**src/rtl/lsu_ctrl_pkg.sv**
```systemverilog
`default_nettype none
// ============================================================================
//  Module      : lsu_ctrl_pkg
//  Description : Shared constants for the load/store unit. Holds the ALU
//                operation codes used by the pipeline, the LSU state
//                encodings, the access-size constants and a small decoder
//                that turns an alucode into access attributes.
//  Revision    : 1.0  initial release
// ============================================================================
package lsu_ctrl_pkg;

  // ALU operation codes shared with the pipeline
  localparam logic [5:0] ALU_ADD = 6'd0;
  localparam logic [5:0] ALU_LB  = 6'd16;
  localparam logic [5:0] ALU_LH  = 6'd17;
  localparam logic [5:0] ALU_LW  = 6'd18;
  localparam logic [5:0] ALU_LBU = 6'd19;
  localparam logic [5:0] ALU_LHU = 6'd20;
  localparam logic [5:0] ALU_SB  = 6'd21;
  localparam logic [5:0] ALU_SH  = 6'd22;
  localparam logic [5:0] ALU_SW  = 6'd23;

  // LSU state encodings
  localparam logic [1:0] LSU_IDLE = 2'd0;
  localparam logic [1:0] LSU_ACC0 = 2'd1;
  localparam logic [1:0] LSU_ACC1 = 2'd2;
  localparam logic [1:0] LSU_DONE = 2'd3;

  // Access sizes in bytes
  localparam logic [2:0] SIZE_B = 3'd1;
  localparam logic [2:0] SIZE_H = 3'd2;
  localparam logic [2:0] SIZE_W = 3'd4;

  typedef struct packed {
    logic       ok;     // alucode is a supported load/store
    logic       store;  // 1 = store, 0 = load
    logic       sext;   // sign-extend load result
    logic [2:0] size;   // access size in bytes
  } lsu_op_t;

  function automatic lsu_op_t decode_op(input logic [5:0] code);
    lsu_op_t op;
    op = '0;
    case (code)
      ALU_LB:  op = '{1'b1, 1'b0, 1'b1, SIZE_B};
      ALU_LBU: op = '{1'b1, 1'b0, 1'b0, SIZE_B};
      ALU_LH:  op = '{1'b1, 1'b0, 1'b1, SIZE_H};
      ALU_LHU: op = '{1'b1, 1'b0, 1'b0, SIZE_H};
      ALU_LW:  op = '{1'b1, 1'b0, 1'b0, SIZE_W};
      ALU_SB:  op = '{1'b1, 1'b1, 1'b0, SIZE_B};
      ALU_SH:  op = '{1'b1, 1'b1, 1'b0, SIZE_H};
      ALU_SW:  op = '{1'b1, 1'b1, 1'b0, SIZE_W};
      default: op = '0;
    endcase
    return op;
  endfunction

endpackage
`default_nettype wire

```
**src/rtl/lsu_lane_align.sv**
```systemverilog
`default_nettype none
// ============================================================================
//  Module      : lsu_lane_align
//  Description : Combinational byte-lane steering for the LSU. Produces the
//                low/high word write strobes and write data for an access at
//                byte offset 'off', and merges/extends load data from the
//                captured low/high words.
//  Ports       : off      in  2   byte offset within the first word
//                size     in  3   access size in bytes (1/2/4)
//                sext     in  1   sign-extend the load result
//                wdata    in  32  right-justified store data
//                rd_lo    in  32  word read at the first address
//                rd_hi    in  32  word read at the next address (0 if none)
//                we_lo    out 4   strobes for the first word
//                we_hi    out 4   strobes for the second word
//                wd_lo    out 32  write data for the first word
//                wd_hi    out 32  write data for the second word
//                rdata    out 32  extended load result
//  Revision    : 1.0  initial release
// ============================================================================
module lsu_lane_align
  import lsu_ctrl_pkg::*;
(
  input  logic [1:0]  off,
  input  logic [2:0]  size,
  input  logic        sext,
  input  logic [31:0] wdata,
  input  logic [31:0] rd_lo,
  input  logic [31:0] rd_hi,
  output logic [3:0]  we_lo,
  output logic [3:0]  we_hi,
  output logic [31:0] wd_lo,
  output logic [31:0] wd_hi,
  output logic [31:0] rdata
);

  logic [3:0]  w_mask;
  logic [7:0]  w_strb;
  logic [63:0] w_wide;
  logic [63:0] w_merged;
  logic [31:0] w_low;

  always_comb begin
    case (size)
      SIZE_B:  w_mask = 4'h1;
      SIZE_H:  w_mask = 4'h3;
      default: w_mask = 4'hF;
    endcase
    // Shifting into an 8-bit/64-bit space lets the bytes that spill past
    // the word boundary land naturally in the upper (second-word) half.
    w_strb   = {4'h0, w_mask} << off;
    w_wide   = {32'h0, wdata} << {off, 3'b000};
    w_merged = {rd_hi, rd_lo} >> {off, 3'b000};
    w_low    = w_merged[31:0];

    we_lo = w_strb[3:0];
    we_hi = w_strb[7:4];
    wd_lo = w_wide[31:0];
    wd_hi = w_wide[63:32];

    case (size)
      SIZE_B:  rdata = sext ? {{24{w_low[7]}},  w_low[7:0]}  : {24'h0, w_low[7:0]};
      SIZE_H:  rdata = sext ? {{16{w_low[15]}}, w_low[15:0]} : {16'h0, w_low[15:0]};
      default: rdata = w_low;
    endcase
  end

endmodule
`default_nettype wire

```
**src/rtl/lsu_ctrl.sv**
```systemverilog
`default_nettype none
// ============================================================================
//  Module      : lsu_ctrl
//  Description : Load/store initiator between the MEM stage and data_mem.
//                Issues only word-aligned accesses, splitting word-crossing
//                accesses into two transactions, and returns extended load
//                data as a one-cycle response pulse.
//  Ports       : clk, rst                 clock / sync active-high reset
//                req_valid/ready          request handshake (ready in IDLE)
//                req_alucode/addr/wdata   request attributes
//                resp_valid/rdata/err     one-cycle completion pulse
//                mem_r_addr/w_addr        word-aligned memory addresses
//                mem_w_data/we            lane-steered write data / strobes
//                mem_alucode              constant ALU_LW
//                mem_is_store             high while any strobe is set
//                mem_r_data               word returned by data_mem
//  Revision    : 1.0  initial release
// ============================================================================
module lsu_ctrl
  import lsu_ctrl_pkg::*;
#(
  parameter int ADDR_W = 32
) (
  input  logic              clk,
  input  logic              rst,
  input  logic              req_valid,
  output logic              req_ready,
  input  logic [5:0]        req_alucode,
  input  logic [ADDR_W-1:0] req_addr,
  input  logic [31:0]       req_wdata,
  output logic              resp_valid,
  output logic [31:0]       resp_rdata,
  output logic              resp_err,
  output logic [ADDR_W-1:0] mem_r_addr,
  output logic [ADDR_W-1:0] mem_w_addr,
  output logic [31:0]       mem_w_data,
  output logic [3:0]        mem_we,
  output logic [5:0]        mem_alucode,
  output logic              mem_is_store,
  input  logic [31:0]       mem_r_data
);

  logic [1:0]        r_state;
  logic              r_store;
  logic              r_sext;
  logic              r_err;
  logic [2:0]        r_size;
  logic [ADDR_W-1:0] r_addr;
  logic [31:0]       r_wdata;
  logic [31:0]       r_lo;
  logic [31:0]       r_hi;

  lsu_op_t           w_op;
  logic              w_cross;
  logic [ADDR_W-1:0] w_word_addr;
  logic [ADDR_W-1:0] w_acc_addr;
  logic [3:0]        w_we_lo;
  logic [3:0]        w_we_hi;
  logic [31:0]       w_wd_lo;
  logic [31:0]       w_wd_hi;
  logic [31:0]       w_rdata;

  assign w_op        = decode_op(req_alucode);
  assign w_cross     = ({2'b00, r_addr[1:0]} + {1'b0, r_size}) > 4'd4;
  assign w_word_addr = {r_addr[ADDR_W-1:2], 2'b00};

  lsu_lane_align u_align (
    .off   (r_addr[1:0]),
    .size  (r_size),
    .sext  (r_sext),
    .wdata (r_wdata),
    .rd_lo (r_lo),
    .rd_hi (r_hi),
    .we_lo (w_we_lo),
    .we_hi (w_we_hi),
    .wd_lo (w_wd_lo),
    .wd_hi (w_wd_hi),
    .rdata (w_rdata)
  );

  always_ff @(posedge clk) begin
    if (rst) begin
      r_state <= LSU_IDLE;
      r_store <= 1'b0;
      r_sext  <= 1'b0;
      r_err   <= 1'b0;
      r_size  <= 3'd0;
      r_addr  <= '0;
      r_wdata <= 32'h0;
      r_lo    <= 32'h0;
      r_hi    <= 32'h0;
    end else begin
      case (r_state)
        LSU_IDLE: begin
          if (req_valid) begin
            r_addr  <= req_addr;
            r_wdata <= req_wdata;
            r_store <= w_op.store;
            r_sext  <= w_op.sext;
            r_size  <= w_op.size;
            r_err   <= ~w_op.ok;
            // hi stays 0 unless a second word is actually read
            r_hi    <= 32'h0;
            r_state <= w_op.ok ? LSU_ACC0 : LSU_DONE;
          end
        end
        LSU_ACC0: begin
          if (!r_store) r_lo <= mem_r_data;
          r_state <= w_cross ? LSU_ACC1 : LSU_DONE;
        end
        LSU_ACC1: begin
          if (!r_store) r_hi <= mem_r_data;
          r_state <= LSU_DONE;
        end
        default: r_state <= LSU_IDLE;
      endcase
    end
  end

  always_comb begin
    req_ready  = (r_state == LSU_IDLE);
    resp_valid = (r_state == LSU_DONE);
    resp_err   = (r_state == LSU_DONE) && r_err;
    resp_rdata = 32'h0;
    if ((r_state == LSU_DONE) && !r_err && !r_store) resp_rdata = w_rdata;

    w_acc_addr = '0;
    mem_we     = 4'h0;
    mem_w_data = 32'h0;
    case (r_state)
      LSU_ACC0: begin
        w_acc_addr = w_word_addr;
        if (r_store) begin
          mem_we     = w_we_lo;
          mem_w_data = w_wd_lo;
        end
      end
      LSU_ACC1: begin
        // Natural modulo-2^ADDR_W wrap of the second word address
        w_acc_addr = w_word_addr + ADDR_W'(4);
        if (r_store) begin
          mem_we     = w_we_hi;
          mem_w_data = w_wd_hi;
        end
      end
      default: ;
    endcase
    mem_r_addr = w_acc_addr;
    mem_w_addr = w_acc_addr;
  end

  assign mem_is_store = |mem_we;
  assign mem_alucode  = ALU_LW;

endmodule
`default_nettype wire

```
**config.mk**
```make
export PLATFORM = sky130hd
export DESIGN_NAME = lsu_ctrl
export DESIGN_NICKNAME = d
export VERILOG_FILES = /design/src/rtl/lsu_ctrl_pkg.sv /design/src/rtl/lsu_lane_align.sv /design/src/rtl/lsu_ctrl.sv
export SDC_FILE = /design/constraint.sdc
export NUM_CORES = 1
export LEC_CHECK = 0
export BUFFER_PORTS_ARGS = -buffer_cell sky130_fd_sc_hd__buf_2
export CAP_MARGIN = 5
export CORE_UTILIZATION = 36
export CTS_BUF_LIST = sky130_fd_sc_hd__clkbuf_4
export CTS_CLUSTER_SIZE = 24
export DETAILED_ROUTE_END_ITERATION = 8
export PLACE_DENSITY = 0.68
export SLEW_MARGIN = 20
export SYNTH_ARGS = -nofsm -noshare
export SYNTH_HDL_FRONTEND = slang
export SYNTH_HIERARCHICAL = 1
export SYNTH_SLANG_ARGS = --single-unit
```
**constraint.sdc**
```tcl
create_clock -name clk -period 4.65 [get_ports clk]
set_input_delay 1.1625 -clock clk [delete_from_list [all_inputs] [get_ports clk]]
set_output_delay 1.1625 -clock clk [all_outputs]
set_load 0.05 [all_outputs]
```
==> results of run 1 <==
-- final timing paths --
check	from	end	slack, ns	depth (start not counted)
worst min-delay path	r_lo[4]	r_lo[4]	0.46	2
worst max-delay path	r_state[0]	mem_is_store	0.43	7
worst max register to register	r_addr[0]	r_state[0]	2.00	7
worst min register to register	r_lo[4]	r_lo[4]	0.46	2
-- state kept, by name, indices dropped and copies added (netlist names) --
signal	count
r_sext	1
r_lo	32
r_store	1
r_size	3
r_hi	24
r_state	2
r_err	1
r_addr	32
r_wdata	32
-- final cells by class --
cell class,instances,area (um^2),area share [%]
Antenna cell,5,12.5,0.126
Clock buffer,20,150,1.52
Clock inverter,12,119,1.20
Inverter,14,52.6,0.531
Multi-Input combinational cell,895,5270,53.2
Sequential cell,128,2570,25.9
Tap cell,319,399,4.03
Timing Repair Buffer,256,1330,13.5
-- routing by layer --
layer | wire [um] | up-vias | track usage (%)
li1 | - | 4313 | -
met1 | 11600 | 4161 | 27.7
met2 | 12700 | 420 | 35.1
met3 | 2310 | 65 | 5.59
met4 | 909 | 4 | 9.20
met5 | 30 | - | 0
-- worst reg2reg max path: cells and delay by family (launching register included) --
kind / cells / cell delay (ns)
adders and majority gates: 2 / 0.74
AOI/OAI and AO/OA: 4 / 0.70
buffers and inverters: 1 / 0.52
DFF: 1 / 0.61
-- power by group through the flow --
| stage | Combinational (mW) | Clock (mW) | Sequential [mW] |
|---|---|---|---|
| floorplan | 1.55 | 0 | 1.46 |
| global route | 2.08 | 0.846 | 1.58 |
| global placement | 1.89 | 0 | 1.56 |
| finish | 1.92 | 0.765 | 1.54 |
| CTS | 1.91 | 0.791 | 1.54 |
| detailed placement | 1.91 | 0 | 1.56 |
==> summary by stage, run 1 <==
Power
The switching share of total power is 47.9%. The reported leakage power is 4.10 nW. The switching power is 2.02 mW. The relative contribution of combinational cells to total power is 45.3%. The maximum VDD drop is 0.204 mV. The completed layout was analyzed and its total power is 4.22 mW. The clock network burns 18.1% of the power. For this design the ratio of total power to cell area is 427 nW/um^2. The proportion of power drawn by flip-flops and latches is 36.5%. The internal power summed over all cells is 2.20 mW.

Setup path
In this run the worst path has a maximum fanout of 19. The path type of the worst setup path is register to output port. The critical path goes through inv_1 -> ha_1 -> inv_1 -> buf_4 -> nor2_1 -> or4_1 -> buf_2.

The number of buffers and inverters on the critical path is 4. The worst endpoint data arrival time is 3.06 ns. STA puts the critical path data required time at 3.49 ns. For this run, the slowest stage of the critical path takes 0.60 ns. The cell repeated most along the worst path is inv_1. The nature of the critical path endpoint is an output port. The slowest stage of the critical path belongs to the cell or4_1.

The kind of cell adding the most delay to the critical path is buffers and inverters. The worst setup path is launched from a register.

Placed design
The post-placement cell area is 9620 um^2. The number of port buffers is 236. Counting tap cells, the placed design contains a total of 1612 instances.

Timing analysis after detailed placement gives a worst setup slack of 0.998 ns. The congestion estimate from routability-driven global placement came to 0.972. The wire-length estimate of the detail-placed layout is 19500 um.

Clock network
The clock tree from TritonCTS is yes. The number of CTS-inserted buffers is 17. The H-tree depth is 4. The number of hold-repair buffers added at the cts stage is 0.

The clock passes through at most 2 buffers. The number of setup buffers added after CTS is 0. The quantity of gates resized following cts is 0. The clock root buffer master is clkbuf_4. The number of sinks driven by the clock tree is 128. The clock slew at the register clock pins of the worst setup and hold paths is 0.12 ns.

The clock latency on the worst-skew pair is 0.55 ns.

Final layout
At the end of the flow the core is filled with cells to 42.1%. The fill cell total of the finished layout is 2449. The area growth from synthesis to layout is 14.3%. The proportion of layout cells with a drive suffix above 1 is 24.9%. The library cell used most frequently in the layout, excluding fill and tap cells, is nand2_1.

Leaving out fill and tap cells, the most frequent cells in the layout are 254 x nand2_1, 235 x buf_2, 146 x a21oi_1. The number of nets in the finished design is 1429. The total non-filler cell area in the finished layout is 9900 um^2. The count of non-filler cells in the finished layout is 1649.

Floorplan
The initial utilization of the core area, before any placement, comes to 36.8%. The region available for standard cell placement spans 23500 um^2. The width of the die is 157 um. The floorplan die area is 24700 um^2. The floorplan die height is 157 um. The placement row count is 56.

For this design the top-level I/O count stands at 247.

GRT
Across every metal layer, demand over resource in global routing totals 21.9%. The via count of the first global-routing pass is 7803. The number of antenna violations at the first check in global routing was 9. The wire length of the first global-routing pass is 42000 um.

Entering global routing, the biggest net connects 91 pins. After global routing the overflow that remains totals 0.

Route
The antenna violation net count after detailed routing is 0. The number of DRC violations after detailed routing is 0. The length of the first detailed-routing pass in iterations is 6. The total number of vias is 8963. For this block, the routed nets add up to 27600 um of wire. The detailed-route vias per instance is 5.44. After detailed routing, the average wire length per cell comes to 16.7 um.

The first-iteration detailed-routing DRC count is 699.

Timing
The fmax is 237 MHz. The tightest slew margin relative to the limit is 33.2%. The worst path in the final design needs a cycle of 4.22 ns, including I/O delays and setup. At the pin with the least slew margin, the transition time is 1.00 ns. The final critical-path setup slack is 0.430 ns. Setup violations remaining at the end of the flow were counted as 0. Setup repair after global routing left no endpoint under its margin. After layout, the worst path uses 90.7% of the clock period. After routing, the total negative slack on setup checks comes to 0 ns.

The clock arrives with 0.0149 ns of skew. The smallest hold slack is 0.458 ns. The final number of max-transition violations is 0. The number of hold violations in the final report is 0.

Yosys
The area of the mapped netlist is 8660 um^2. After synthesis, the mean cell area works out to 7.37 um^2. The cell count after synthesis came out at 1175. The number of warning messages in the yosys log is 6.

Job
The max-capacitance violation count is 0.

Min path
In this run the worst hold path is classified as register to register.

Status
The run finished with clean final reports.
Note: power is estimated with default switching activity, not from simulation.
==> inputs of run 2 (changes only) <==
ABC_AREA = 1   (was default)
PLACE_DENSITY = 0.67   (was 0.68)
SKIP_CTS_REPAIR_TIMING = 1   (was default)
==> run 2 against run 1 <==
Clock power grew 10%. Largest power group unchanged. Highest routed layer unchanged. Area after synthesis rose by 8.8%. Design area is 8.0% higher. Register-to-register slack worse by 0.15 ns. Sequential share of layout area decreased by 1.9 points. Total power rose by 34%.
==> summary by stage, run 2 <==
Status
The run finished with clean final reports.

Floorplan
The floorplan die height came to 164 um (+4.3%). The placement row count came to 58 (+3.6%). The initial core utilization is 37.1% (+0.32 points). The floorplan die area came to 26800 um^2 (+8.7%).

The width of the die is 164 um (+4.3%). The number of primary I/O pins is 247 (unchanged). The area of the core was 25400 um^2 (+7.9%).

Min path
The class of the most critical hold timing path is register to register.

Power
The maximum VDD drop is 0.431 mV (+110%). The reported leakage power is 4.86 nW (+19%). The total power divided by cell area is 531 nW/um^2 (+25%).

Timing
The total setup violations reported at the end of the flow is 0 (unchanged). The clock tree skew after final layout is 0.0197 ns (+0.00482 ns). The actual slew at the worst max-slew pin was 0.861 ns (-0.142 ns).

The tightest slew margin relative to the limit is 42.6% (+9.4 points). The fmax came to 236 MHz (-0.36%). Setup repair after global routing left no endpoint under its margin.

The post-route clock period utilization was 91.1% (+0.33 points). The aggregate negative setup slack is 0 ns (unchanged). The post-route minimum period is 4.24 ns (+0.0152 ns).

The number of hold violations in the final report came to 0 (unchanged). The final number of max-transition violations is 0 (unchanged). The smallest hold slack is 0.475 ns (+0.0168 ns).

Final layout
The fill cell total of the finished layout is 2857 (+17%). Leaving out fill and tap cells, the most frequent cell in the layout is nand2_1. The total non-filler cell area in the finished layout is 10700 um^2 (+8.0%). The count of non-filler cells in the finished layout is 2079 (+26%). The largest registers in the layout are r_addr: 32 flops, r_lo: 32 flops, r_wdata: 32 flops.

The number of nets in the finished design is 1852 (+30%). The growth of design area from synthesis to finish is 13.5%. The library cells used most frequently in the layout, excluding fill and tap cells, are 334 x nand2_1, 264 x nor2_1, 236 x buf_2.

The proportion of layout cells with a drive suffix above 1 is 19.4% (-5.5 points).

Clock network
The clock latency on the worst-skew pair is 0.57 ns (+0.02 ns). The clock slew at the register clock pins of the worst setup and hold paths is 0.15 ns (+0.03 ns). The number of sinks driven by the clock tree is 128 (unchanged). The number of CTS-inserted buffers came to 17 (unchanged).

The H-tree depth is 4 (unchanged). The maximum clock path buffer count came to 2 (unchanged). TritonCTS built the clock tree. The clock root buffer master is clkbuf_4.

Setup path
The worst setup path is launched from a register. The path type of the worst setup path is register to output port. The critical-path maximum fanout is 40 (+21). The required time of the critical path is 3.49 ns (about the same). The worst endpoint data arrival time is 3.07 ns (about the same). STA classifies the critical path endpoint as an output port.

Route
The detailed-route vias per instance is 5.18 (-4.6%). The routed wire length per instance is 15.6 um (-6.7%). The length of the first detailed-routing pass in iterations is 6 (unchanged). The total number of vias was 10779 (+20%).

The wire length after detailed routing came to 32400 um (+18%). The antenna violation net count after detailed routing is 0 (unchanged). The first-iteration detailed-routing DRC count is 1026 (+47%). The number of DRC violations after detailed routing came to 0 (unchanged).

GRT
The pin count of the biggest net entering global routing was 87 (-4.4%). The number of antenna violations at the first check in global routing came to 3 (-6). The aggregate global-route resource usage is 23.9% (+2.1 points). The via count of the first global-routing pass came to 9619 (+23%).

The wire length of the first global-routing pass came to 50500 um (+20%). The aggregate global routing overflow came to 0 (unchanged).

Placed design
The post-placement cell area is 10400 um^2 (+8.0%). The number of port buffers is 236 (unchanged). The HPWL reported at the end of detailed placement is 23300 um (+20%). The global placement routability congestion came to 0.920 (-5.4%). The count of placed standard cells including taps is 2046 (+27%).

Yosys
The instance count of the mapped netlist was 1611 (+37%). The number of warning messages in the yosys log came to 6 (unchanged). The mean post-synth cell area is 5.85 um^2 (-21%). The area of the mapped netlist is 9420 um^2 (+8.8%).

Job
The max-capacitance violation count is 0 (unchanged).
==> run 2: worst paths after layout <==
check / from / to / slack, ns / cells past startpoint
min: r_hi[12] / r_hi[12] / 0.48 / 2
max: r_addr[1] / resp_rdata[13] / 0.41 / 7
min reg2reg: r_hi[12] / r_hi[12] / 0.48 / 2
max reg2reg: r_state[0] / r_hi[15] / 1.85 / 8
==> run 2: critical path: stages, from the launching register on <==
cell and delay, ns:
dfxtp_2 0.67, inv_2 0.42, nand3_1 0.24, nand3_2 0.45
o21ai_1 0.28, inv_1 0.06, nor2_1 0.09, buf_2 0.26
==> run 2: power breakdown <==
part | internal (mW) | switching, mW
Sequential | 1.39 | 0.304
Clock | 0.336 | 0.506
Combinational | 0.823 | 2.32
==> run 2: area by class of cell <==
cell class | count | area [um^2] | share of cell area (%)
Tap cell | 330 | 413 | 3.86
Antenna cell | 1 | 2.50 | 0.0234
Sequential cell | 128 | 2570 | 24.0
Clock buffer | 17 | 128 | 1.19
Timing Repair Buffer | 254 | 1370 | 12.8
Multi-Input combinational cell | 1188 | 5500 | 51.4
Inverter | 146 | 548 | 5.12
Clock inverter | 15 | 170 | 1.59
==> run 2: metal layers <==
layer	vias to the layer above	wire length, um	global-route usage (%)
met3	48	2220	4.55
met5	-	10	0
met4	2	731	8.00
li1	5371	-	-
met2	426	14500	37.5
met1	4932	14900	32.8
==> run 2: through the flow <==
stage / util (%) / setup slack, ns / total power [mW]
2_1_floorplan: - / 0.695 / 4.06
3_3_place_gp: 40.9 / 1.16 / 4.79
3_5_place_dp: 40.9 / 1.08 / 4.82
4_1_cts: 42.1 / 0.425 / 5.67
5_1_grt: 42.1 / 0.169 / 6.13
6_report: 42.1 / 0.415 / 5.68
==> inputs of run 3 (changes only) <==
CTS_BUF_LIST = default   (was sky130_fd_sc_hd__clkbuf_4)
TNS_END_PERCENT = 30   (was default)
clock period = 4.15 ns   (was 4.65 ns; I/O delays follow)
==> run 3 against run 2 <==
Total power up 22%. Routed wire length is 0.64% higher. Global-route usage rose by 0.30 points. Final cell count increased by 0.29%. Combinational power up 12%. Clock power increased by 79%. Sequential share of layout area fell by 0.64 points. Die area did not move. Critical path depth up 1. Worst setup slack worse by 0.079 ns. Via count rose by 0.87%. Sequential power up 12%. Largest power group unchanged. Largest cell class unchanged. Critical path type unchanged.
==> summary by stage, run 3 (synthesized netlist as in run 2, its figures left out) <==
Route
The antenna violation net count after detailed routing is 0 (unchanged). The total number of vias is 10873 (+0.87%). The length of the first detailed-routing pass in iterations is 8 (+2). The number of DRC violations after detailed routing came to 0 (unchanged). The routed wire length per instance was 15.6 um (+0.35%). The wire length after detailed routing came to 32600 um (+0.64%).

The first-iteration detailed-routing DRC count is 1013 (-1.3%). The detailed-route vias per instance is 5.21 (+0.58%).

Final layout
The multi-input gate area in the final layout is 5500 um^2 (unchanged). The number of nets in the finished design was 1858 (+0.32%). Relative to the synthesized area, the layout overhead comes to 16.6%. The library cell used most frequently in the layout, excluding fill and tap cells, is nand2_1. The flip-flop and latch area was 2570 um^2 (unchanged). The proportion of layout cells with a drive suffix above 1 was 19.7% (+0.28 points). The fill cell total of the finished layout came to 2837 (-0.70%).

In the final layout, the registers with the most flip-flops are r_addr: 32 flops, r_lo: 32 flops, r_wdata: 32 flops. The total non-filler cell area in the finished layout is 11000 um^2 (+2.7%). The library cells used most frequently in the layout, excluding fill and tap cells, are 334 x nand2_1, 264 x nor2_1, 236 x buf_2.

Setup path
The cell repeated most along the worst path is nand3_2. The critical path goes through buf_4 -> nand2_1 -> nand3_2 -> nand3_2 -> o21ai_1 -> inv_1 -> nor2_1 -> buf_2. The required time of the critical path was 3.11 ns (-0.38 ns). The worst endpoint data arrival time is 2.78 ns (-0.29 ns). The delay of the slowest critical-path stage is 0.60 ns (-0.07 ns). The register-to-register path setup slack came to 1.34 ns (-0.51 ns).

The critical-path maximum fanout is 32 (-20%). The critical path in this run is classified as register to output port. The number of buffers and inverters on the critical path is 3 (unchanged). The nature of the critical path endpoint is an output port.

The slowest cell on the critical path is dfxtp_2. The kind of cell with the highest combined delay along the critical path is simple AND/OR/NAND/NOR gates. The startpoint kind of the worst setup timing path is a register.

Job
The max-capacitance violation count came to 0 (unchanged).

Timing
The actual slew at the worst max-slew pin is 1.06 ns (+0.201 ns). The smallest hold slack is 0.468 ns (-0.00761 ns). The final number of max-transition violations came to 0 (unchanged). The tightest slew margin relative to the limit is 28.8% (-14 points). The post-route minimum period is 3.81 ns.

The clock tree skew after final layout came to 0.00842 ns (-0.0113 ns). Setup repair after global routing left no endpoint under its margin. The aggregate negative setup slack is 0 ns (unchanged). The total setup violations reported at the end of the flow is 0 (unchanged). Based on the critical path, the design can be clocked at up to 262 MHz. The post-route clock period utilization is 91.9%. The number of hold violations in the final report is 0 (unchanged).

Floorplan
The number of primary I/O pins is 247 (unchanged). The placement row count is 58 (unchanged). The floorplan die area is 26800 um^2 (unchanged). The area of the core is 25400 um^2 (unchanged). The floorplan die height is 164 um (unchanged). The width of the die came to 164 um (unchanged). The initial core utilization is 37.1% (unchanged).

Clock network
The H-tree depth is 4 (unchanged). TritonCTS built the clock tree. The number of CTS-inserted buffers was 17 (unchanged). The clock slew at the register clock pins of the worst setup and hold paths is 0.06 ns (-0.09 ns). The number of sinks driven by the clock tree is 128 (unchanged). The clock latency on the worst-skew pair is 0.43 ns (-0.14 ns). The maximum clock path buffer count is 2 (unchanged). The cell sitting at the root of the clock tree is a clkbuf_16.

Placed design
The global placement routability congestion was 0.910 (-1.0%). The HPWL reported at the end of detailed placement came to 23300 um (+0.13%). The number of port buffers is 236 (unchanged). The post-placement cell area is 10400 um^2 (about the same).

Min path
The min-delay analysis places its worst path in the category register to register.

Power
The reported leakage power was 5.00 nW (+2.7%). The maximum VDD drop is 0.410 mV (-4.8%). The total power divided by cell area was 631 nW/um^2 (+19%).

GRT
The pin count of the biggest net entering global routing came to 68 (-22%). The aggregate global-route resource usage is 24.3% (+0.30 points). The via count of the first global-routing pass is 9526 (-0.97%). The number of antenna violations at the first check in global routing is 1 (-2). The aggregate global routing overflow came to 0 (unchanged). The wire length of the first global-routing pass is 50900 um (+0.76%).

Status
The run finished with clean final reports.
run 3: cell types whose count changed in the layout (fill, tap and decap cells not counted):
cell,delta
buf_12,-3
buf_4,+9
bufinv_16,-1
clkbuf_16,+17
clkbuf_4,-17
clkbuf_8,+1
clkinv_4,-1
clkinvlp_4,+2
inv_2,-1
run 3: through the flow:
stage | std cells | power (mW) | setup slack [ns] | util, %
floorplan | 1627 | 4.55 | 0.320 | -
global placement | 2052 | 5.36 | 0.871 | 41.0
detailed placement | 2052 | 5.39 | 0.802 | 41.0
CTS | 2084 | 6.92 | 0.329 | 43.2
global route | 2084 | 7.44 | 0.0807 | 43.2
finish | 2085 | 6.93 | 0.335 | 43.3
run 3: layout make-up:
type	instances	share of cell area, %
diodes	1	0.0228
clock buffers	18	4.00
clock inverters	14	1.30
inverters	146	4.99
multi-input cells	1188	50.1
flip-flops and latches	128	23.4
well taps	330	3.76
repair buffers	260	12.5
run 3: worst register-to-register path, stage by stage, from the launching register on:
cell and delay, ns:
dfxtp_1 0.36, inv_1 0.10, ha_2 0.52, inv_1 0.29, nor2_2 0.17, clkinv_1 0.83, nor2_1 0.36, nor2_1 0.08
run 3: power by group:
part           internal [mW]  total [mW]  leakage [nW]  switching (mW)
Sequential              1.56        1.89          1.05           0.338
Combinational          0.919        3.53          3.67            2.61
Clock                  0.860        1.51         0.278           0.647
Total                   3.34        6.93          5.00            3.59
run 3: path summary, 6_finish.rpt:
check,from,end,cells past startpoint
worst max register to register,r_state[1],r_lo[20],7
worst max-delay path,r_addr[0],resp_rdata[8],8
worst min-delay path,r_hi[2],r_hi[2],2
worst min register to register,r_hi[2],r_hi[2],2
run 3: metal layers:
metal / global-route usage [%] / vias up / part of all wire [%] / routed length, um
met5: 0 / - / 0 / 0
met1: 33.0 / 4952 / 45 / 14600
met3: 4.97 / 58 / 8.2 / 2670
li1: - / 5388 / - / -
met4: 9.97 / 0 / 2.8 / 925
met2: 37.1 / 475 / 44 / 14400
